## src/rtl/uar_pkt_ctrl.sv

```systemverilog
// Packet receive controller: watches the receiver ready line, captures and
// classifies finished packets into a one-deep buffer, and resets a stuck receiver.
module uar_pkt_ctrl #(
  parameter int          PKT_LNGTH      = 162,
  parameter int          TIMEOUT_CYCLES = 1_500_000,
  parameter int          RST_PULSE      = 4,
  parameter logic [7:0]  HDR_VAL        = 8'hA5
) (
  input  logic                 clk_in,
  input  logic                 rst_in,
  input  logic                 rx_ready_in,
  input  logic [PKT_LNGTH-1:0] rx_data_in,
  output logic                 rx_rst_out,
  output logic [PKT_LNGTH-1:0] pkt_out,
  output logic                 pkt_valid_out,
  input  logic                 pkt_ready_in,
  output logic                 busy_out,
  output logic [7:0]           pkt_count_out,
  output logic [7:0]           bad_count_out,
  output logic [7:0]           drop_count_out,
  output logic [7:0]           timeout_count_out
);

  localparam int PW = (RST_PULSE > 1) ? $clog2(RST_PULSE) : 1;

  typedef enum logic [1:0] {
    IDLE  = 2'd0,
    RECV  = 2'd1,
    RXRST = 2'd2
  } state_t;

  state_t        state;
  logic [31:0]   timer;
  logic [PW-1:0] pulse_cnt;
  logic          rdy_q;

  logic fall, rise, capture, hdr_ok, handshake, load, drop, bad, timeout;

  function automatic logic [7:0] sat_inc(input logic [7:0] v);
    return (v == 8'hFF) ? v : v + 8'd1;
  endfunction

  assign fall      = rdy_q & ~rx_ready_in;
  assign rise      = ~rdy_q & rx_ready_in;
  assign capture   = (state == RECV) & rise;
  assign hdr_ok    = (rx_data_in[7:0] == HDR_VAL);
  assign handshake = pkt_valid_out & pkt_ready_in;
  // A good packet may replace the buffer only if it is empty or draining now.
  assign load      = capture & hdr_ok & (~pkt_valid_out | handshake);
  assign drop      = capture & hdr_ok & pkt_valid_out & ~pkt_ready_in;
  assign bad       = capture & ~hdr_ok;
  // A rise on the timeout cycle wins: the packet is captured, not aborted.
  assign timeout   = (state == RECV) & ~rise & (timer == 32'(TIMEOUT_CYCLES - 1));

  // NOTE: every register here uses non-blocking assignment so all state
  // updates on an edge see the same pre-edge values, matching the hardware.
  always_ff @(posedge clk_in) begin
    if (rst_in) begin
      state             <= IDLE;
      timer             <= '0;
      pulse_cnt         <= '0;
      rx_rst_out        <= 1'b0;
      busy_out          <= 1'b0;
      timeout_count_out <= '0;
    end else begin
      case (state)
        IDLE: begin
          if (fall) begin
            state    <= RECV;
            timer    <= '0;
            busy_out <= 1'b1;
          end
        end
        RECV: begin
          timer <= timer + 32'd1;
          if (rise) begin
            state    <= IDLE;
            busy_out <= 1'b0;
          end else if (timeout) begin
            state             <= RXRST;
            rx_rst_out        <= 1'b1;
            pulse_cnt         <= '0;
            timeout_count_out <= sat_inc(timeout_count_out);
          end
        end
        RXRST: begin
          if (pulse_cnt == PW'(RST_PULSE - 1)) begin
            state      <= IDLE;
            rx_rst_out <= 1'b0;
            busy_out   <= 1'b0;
          end else begin
            pulse_cnt <= pulse_cnt + 1'b1;
          end
        end
        default: begin
          state      <= IDLE;
          rx_rst_out <= 1'b0;
          busy_out   <= 1'b0;
        end
      endcase
    end
  end

  // Buffer and classification counters run regardless of the monitor state.
  always_ff @(posedge clk_in) begin
    if (rst_in) begin
      rdy_q          <= 1'b1;
      pkt_out        <= '0;
      pkt_valid_out  <= 1'b0;
      pkt_count_out  <= '0;
      bad_count_out  <= '0;
      drop_count_out <= '0;
    end else begin
      rdy_q <= rx_ready_in;
      if (load) begin
        pkt_out       <= rx_data_in;
        pkt_valid_out <= 1'b1;
        pkt_count_out <= sat_inc(pkt_count_out);
      end else if (handshake) begin
        pkt_valid_out <= 1'b0;
      end
      if (bad)  bad_count_out  <= sat_inc(bad_count_out);
      if (drop) drop_count_out <= sat_inc(drop_count_out);
    end
  end

endmodule

```

## config.mk

```make
export PLATFORM = sky130hd
export DESIGN_NAME = uar_pkt_ctrl
export DESIGN_NICKNAME = d
export VERILOG_FILES = /design/src/rtl/uar_pkt_ctrl.sv
export SDC_FILE = /design/constraint.sdc
export NUM_CORES = 1
export LEC_CHECK = 0
export ABC_AREA = 1
export BUFFER_PORTS_ARGS = -buffer_cell sky130_fd_sc_hd__buf_2
export CAP_MARGIN = 20
export CORE_MARGIN = 5
export CORE_UTILIZATION = 53
export CTS_BUF_LIST = sky130_fd_sc_hd__clkbuf_16
export CTS_CLUSTER_SIZE = 12
export DETAILED_ROUTE_END_ITERATION = 16
export PLACE_DENSITY = 0.85
export REMOVE_ABC_BUFFERS = 1
export SKIP_LAST_GASP = 1
export SLEW_MARGIN = 30
export SYNTH_ARGS = -nofsm -noshare
export SYNTH_HDL_FRONTEND = slang
export SYNTH_SLANG_ARGS = --single-unit
```

## constraint.sdc

```tcl
create_clock -name clk_in -period 2.8 [get_ports clk_in]
set_input_delay 0.28 -clock clk_in [delete_from_list [all_inputs] [get_ports clk_in]]
set_output_delay 0.28 -clock clk_in [all_outputs]
set_load 0.01 [all_outputs]
```

==> results of run 1 <==
-- cell usage in the layout (no fill, tap or decap), drive strengths merged --
| cell | Yosys | routed |
|---|---|---|
| a31oi | 2 | 2 |
| nor3 | 13 | 13 |
| bufinv | 0 | 1 |
| xnor2 | 8 | 8 |
| diode | 0 | 14 |
| clkbuf | 35 | 25 |
| clkinv | 0 | 8 |
| o211a | 1 | 1 |
| dlygate4sd3 | 0 | 122 |
| o21ai | 188 | 188 |
| nand2 | 170 | 170 |
| nor2b | 1 | 1 |
| or2 | 2 | 2 |
| o21a | 4 | 4 |
| nand3 | 45 | 45 |
| inv | 84 | 92 |
| a211oi | 3 | 3 |
| nand3b | 5 | 5 |
| dfxtp | 234 | 234 |
| a21oi | 46 | 46 |
| nor2 | 428 | 428 |
| ha | 6 | 6 |
| a22oi | 3 | 3 |
| a221oi | 1 | 1 |
| buf | 32 | 375 |
| xor2 | 7 | 7 |
| nand4 | 22 | 22 |
| o22ai | 1 | 1 |
| o311a | 1 | 1 |
-- final cells by class --
type	count	area, µm²
clock buffers	25	625.6
repair buffers	497	3206
fillers	1212	4449
inverters	84	320.3
well taps	229	286.5
flip-flops and latches	234	4684
clock inverters	17	98.84
multi-input cells	957	4258
diodes	14	35.03
-- report_power, final --
part,leakage [nW],internal (W),switching [W]
sequential,1.88,0.00333,0.00000438
clock,0.384,0.00170,0.00134
combinational,4.32,0.000232,0.000193
total,6.58,0.00526,0.00154
-- worst paths after layout --
path                                       from           end  slack, ns  cells past startpoint
worst min-delay path            rx_data_in[118]  pkt_out[118]       0.01                      3
worst max-delay path                rx_ready_in  pkt_out[151]       0.40                     11
worst min register to register       pkt_out[6]    pkt_out[6]       0.45                      2
worst max register to register            rdy_q  pkt_out[151]       0.54                      8
-- metal layers --
layer / vias to the layer above / GRT usage / part of all wire
met2: 813 / 0.5685 / 0.48
met4: 0 / 0.1992 / 0.080
met1: 5196 / 0.3549 / 0.34
met5: - / 0 / 0
met3: 253 / 0.09573 / 0.10
li1: 5244 / - / -
-- timing repair --
item / 4_1_cts / 5_1_grt
setup endpoints to repair: 0 / 0
hold buffers: 122 / 0
hold endpoints to repair: 122 / 0
-- critical path: cells and delay by family --
kind,cells,cell delay (ns)
simple gates,5,0.79
buf+inv,5,1.28
compound gates,1,0.32
-- logic make-up (layout without fill, tap and decap cells) --
logic type                 count (synthesis)  in the layout  share of synthesized area
AOI/OAI and AO/OA                        250            250                     0.1337
xor gates and xnor gates                  15             15                    0.01354
adders and majority gates                  6              6                   0.007738
buffers and inverters                    151            623                    0.07828
and+or+nand+nor                          686            686                     0.2839
DFF                                      234            234                     0.4828
other                                      0             14                          0
-- stage by stage --
stage	setup WS [ns]	hold WS, ns	utilization	instance area, µm²	total power, W
final	0.3967	0.01148	0.7523	13510	0.006805
after detailed placement	0.4870	0.4322	0.6421	11530	0.003673
after global placement	0.5384	0.4302	0.6421	11530	0.003672
after floorplan	-2.009	0.3491	-	9258	0.003497
after global routing	0.1509	0.01437	0.7519	13510	0.006999
after CTS	0.5278	0.0002165	0.7504	13480	0.006789
-- sequential cells by signal, indices dropped and copies added, names as in the netlist --
name               cells
timeout_count_out      8
bad_count_out          8
pulse_cnt              2
pkt_valid_out          1
rx_rst_out             1
rdy_q                  1
drop_count_out         8
pkt_out              162
timer                 32
pkt_count_out          8
state                  2
busy_out               1
==> results.toml, run 1 <==
[sta]
setup-tns-final_ns = 0
tightest_slew_ns = 0.9227
fin_crit_ns = 2.403
slew_headroom = 0.3849
fmax_mhz = 416.1
rsz0062_at_grt = "false"
fin_crit_sh = 0.8583
slew_viol_final = 0
final-hold-violation-count = 0
finalSetupViolCount = 0
finClkSkew_ns = 0.02047

[synth]
ys_types = 35
yosys.cell_count.top_type = "nor2_1"
synth-async-reset-ratio = 0
yosysTopAreaCellShare = 0.4828
synth_area_leaders = "dfxtp_1 (48%), nor2_1 (16%), nand2_1 (6.5%)"
yosys.area.top_type = "dfxtp_1"
yosys_warnings = 0
avgSynthCellArea_um2 = 7.229
syn_area_um2 = 9702
synthTopCellsByCount = "nor2_1 (424), dfxtp_1 (234), nand2_1 (168)"
synthFlopType = "dfxtp_1"
synth_seq_cells = 234
postSynthCellCount = 1342
seq_area_frac_synth = 0.4828
synth_edf_count = 0

[place]
place_hpwl_um = 21010
portBuffers = 362
finalWeightedCongestion = 0.9087
dp.cells = 1879

[worst_setup_path]
cp.required_ns = 3.24
start_kind = "primary input"
timing.critical_path.slowest_cell_delay_ns = 0.54
path_cells = "dlygate4sd3_1 > buf_2 > inv_1 > nor2_1 > nand2_2 > inv_2 > nand2_2 > nor2_4 > buf_12 > o21ai_0 > nor2_1"
end_kind = "flip-flop"
worstSetupPathType = "primary input to flip-flop"
path_max_fanout = 169
crit_slowest_cell = "dlygate4sd3_1"
cp_data_arrival_time_ns = 2.84

[cts]
post_cts_buffers = 0
clock_sinks = 234
cts_tree = "done"
clk_latency_ns = 0.52
numCtsBuffers = 25
cts-root-buf = "clkbuf_16"
path_clk_slew_ns = 0.06
cts_buffer_depth = 3
htree_num_levels = 1
cts.repair.resized = 0

[layout]
drive_gt1_frac = 0.2310
fin_cells = 2057
area_delta_synth_final_pct = 39.30
nNetsFinal = 1971

[floorplan]
die_x_um = 145.3
die_area_um2 = 21110
ios = 363
core.rowCount = 49
start_util = 0.5401
die_h_um = 145.3
core_um2 = 17960

[detailed_routing]
dr.pass1.iters = 7
drc_errors = 0
drt-initial-drc-count = 1126
finalWirelength_um = 37390
vias = 11510
wl_per_cell_um = 18.18
drtAntennaViolNets = 0
routed_via_density = 5.594

[global_routing]
grtUsageTotal = 0.3289
grt_max_degree = 170
grt_pass1_wl_um = 58080
gr-total-overflow = 0
grt_antenna_before_repair = 11
grt_pass1_vias = 11290

[power]
leakage_nw = 6.583
power_density_nw_per_um2 = 503.5
vdd_drop_max_mv = 0.5177

[status]
run_status = "finished, final reports clean"

[flow_run]
max-cap-violations = 0

[min_path]
min_path_type = "primary input to flip-flop"
Power figures use the tool's default switching activity.
==> run 2, diff against run 1 <==
CELL_PAD_IN_SITES_DETAIL_PLACEMENT = 0   (was default)
CELL_PAD_IN_SITES_GLOBAL_PLACEMENT = 2   (was default)
CORE_UTILIZATION = 28   (was 53)
PLACE_DENSITY = default   (was 0.85)
PLACE_DENSITY_LB_ADDON = 0.1   (was default)
==> results.toml, run 2 (synthesized netlist as in run 1, its figures left out) <==
[status]
run_status = "finished, final reports clean"

[worst_setup_path]
path_max_fanout = 146
rr_worst_depth = 9
end_kind = "flip-flop"
cp_data_arrival_time_ns = 2.59
worstSetupPathType = "primary input to flip-flop"
cp.required_ns = 3.24
start_kind = "primary input"

[layout]
fin_cells = 2306
final_common_cell = "nor2_1"
area_delta_synth_final_pct = 46.72
final_cell_mix = "nor2_1 (424), buf_2 (362), dfxtp_1 (234), nand2_1 (168), dlygate4sd3_1 (153)"
nNetsFinal = 2005
largest_reg_flops = 162
top_register = "pkt_out"
drive_gt1_frac = 0.2309
largestRegisters = "pkt_out x162, timer x32"

[sta]
tightest_slew_ns = 0.7792
slew_viol_final = 0
fin_crit_sh = 0.7685
fmax_mhz = 464.7
rsz0062_at_grt = "false"
slew_headroom = 0.4805
final-hold-violation-count = 0
finClkSkew_ns = 0.02683
finalSetupViolCount = 0
fin_crit_ns = 2.152

[cts]
path_clk_slew_ns = 0.06
clock_sinks = 234
cts_buffer_depth = 3
numCtsBuffers = 28
cts.repair.resized = 0
cts-root-buf = "clkbuf_16"
post_cts_buffers = 0
clk_latency_ns = 0.55
htree_num_levels = 1
cts_tree = "done"

[global_routing]
grt_pass1_wl_um = 57040
grt_pass1_vias = 10290
gr-total-overflow = 0
grt_max_degree = 147
grt_antenna_before_repair = 2
grtUsageTotal = 0.1812

[detailed_routing]
dr.pass1.iters = 5
finalWirelength_um = 36570
drt-initial-drc-count = 310
vias = 10260
drtAntennaViolNets = 0
wl_per_cell_um = 15.86
drc_errors = 0
routed_via_density = 4.450

[min_path]
hold-path-cell-count = 3
min_path_type = "primary input to flip-flop"

[place]
finalWeightedCongestion = 0.7803
place_hpwl_um = 25800
dp.cells = 2105
portBuffers = 362

[floorplan]
ios = 363
die_h_um = 196.1
start_util = 0.2823
core.rowCount = 68
die_area_um2 = 38470
core_um2 = 34370
die_x_um = 196.1

[power]
power_density_nw_per_um2 = 519.1
leakage_nw = 6.785
power_w = 0.007389
vdd_drop_max_mv = 0.4990

[flow_run]
max-cap-violations = 0
[run 2: cell types whose count changed in the layout (fill, tap and decap cells not counted), sizes merged]
| cell | previous run | this run |
|---|---|---|
| dlygate4sd3 | 122 | 153 |
| clkbuf | 25 | 28 |
| bufinv | 1 | 4 |
| diode | 14 | 2 |
| clkinvlp | 0 | 1 |
| inv | 92 | 89 |
[run 2: critical path: stages]
cell and delay, ns:
dlygate4sd3_1 0.51, buf_2 0.10, inv_1 0.07, nor2_1 0.19, nand2_2 0.11, inv_2 0.09
nand2_2 0.09, nor2_4 0.18, buf_12 0.42, nand2_1 0.29, nor2_1 0.16, nor2_1 0.06
[run 2: what timing repair did]
action / in CTS / in global routing
hold buffers: 153 / 0
endpoints found under the setup margin: 0 / 0
hold endpoints to repair: 153 / 0
[run 2: through the flow]
step | setup WS, ns | hold slack [ns] | TNS, ns | utilization | area, µm²
6_report | 0.6481 | 0.01695 | 0 | 0.4141 | 14230
3_3_place_gp | 0.5342 | 0.4248 | 0 | 0.3434 | 11800
5_1_grt | 0.3330 | 0.008056 | 0 | 0.4141 | 14230
3_5_place_dp | 0.5049 | 0.4271 | 0 | 0.3434 | 11800
4_1_cts | 0.5679 | 0.005466 | 0 | 0.4140 | 14230
2_1_floorplan | -2.009 | 0.3491 | -327.12 | - | 9258
[run 2: power by group]
| part | switching (W) | internal, W | total (W) |
|---|---|---|---|
| Combinational | 0.000190 | 0.000254 | 0.000444 |
| Clock | 0.00144 | 0.00216 | 0.00361 |
| Sequential | 0.00000390 | 0.00334 | 0.00334 |
| Total | 0.00164 | 0.00575 | 0.00739 |
[run 2: area by class of cell]
class	count	area (µm²)
clock buffer	28	700.7
inverter	84	320.3
multi-input combinational	957	4258
timing repair buffer	528	3503
tap	455	569.3
antenna	2	5.005
clock inverter	18	193.9
sequential	234	4684
fill	3650	20140
[run 2: final timing paths]
path | start | endpoint | slack, ns
hold reg to reg | pkt_out[3] | pkt_out[3] | 0.44
hold / removal | rx_data_in[73] | pkt_out[73] | 0.02
setup reg to reg | rdy_q | pkt_count_out[6] | 0.74
setup / recovery | rx_ready_in | pkt_count_out[6] | 0.65
[run 2: routing by layer]
metal,GRT usage,share of wire,vias to the layer above
met5,0,0,-
met4,0.03879,0.019,0
met3,0.06337,0.082,43
met2,0.3174,0.49,257
met1,0.2148,0.41,4672
li1,-,-,5290
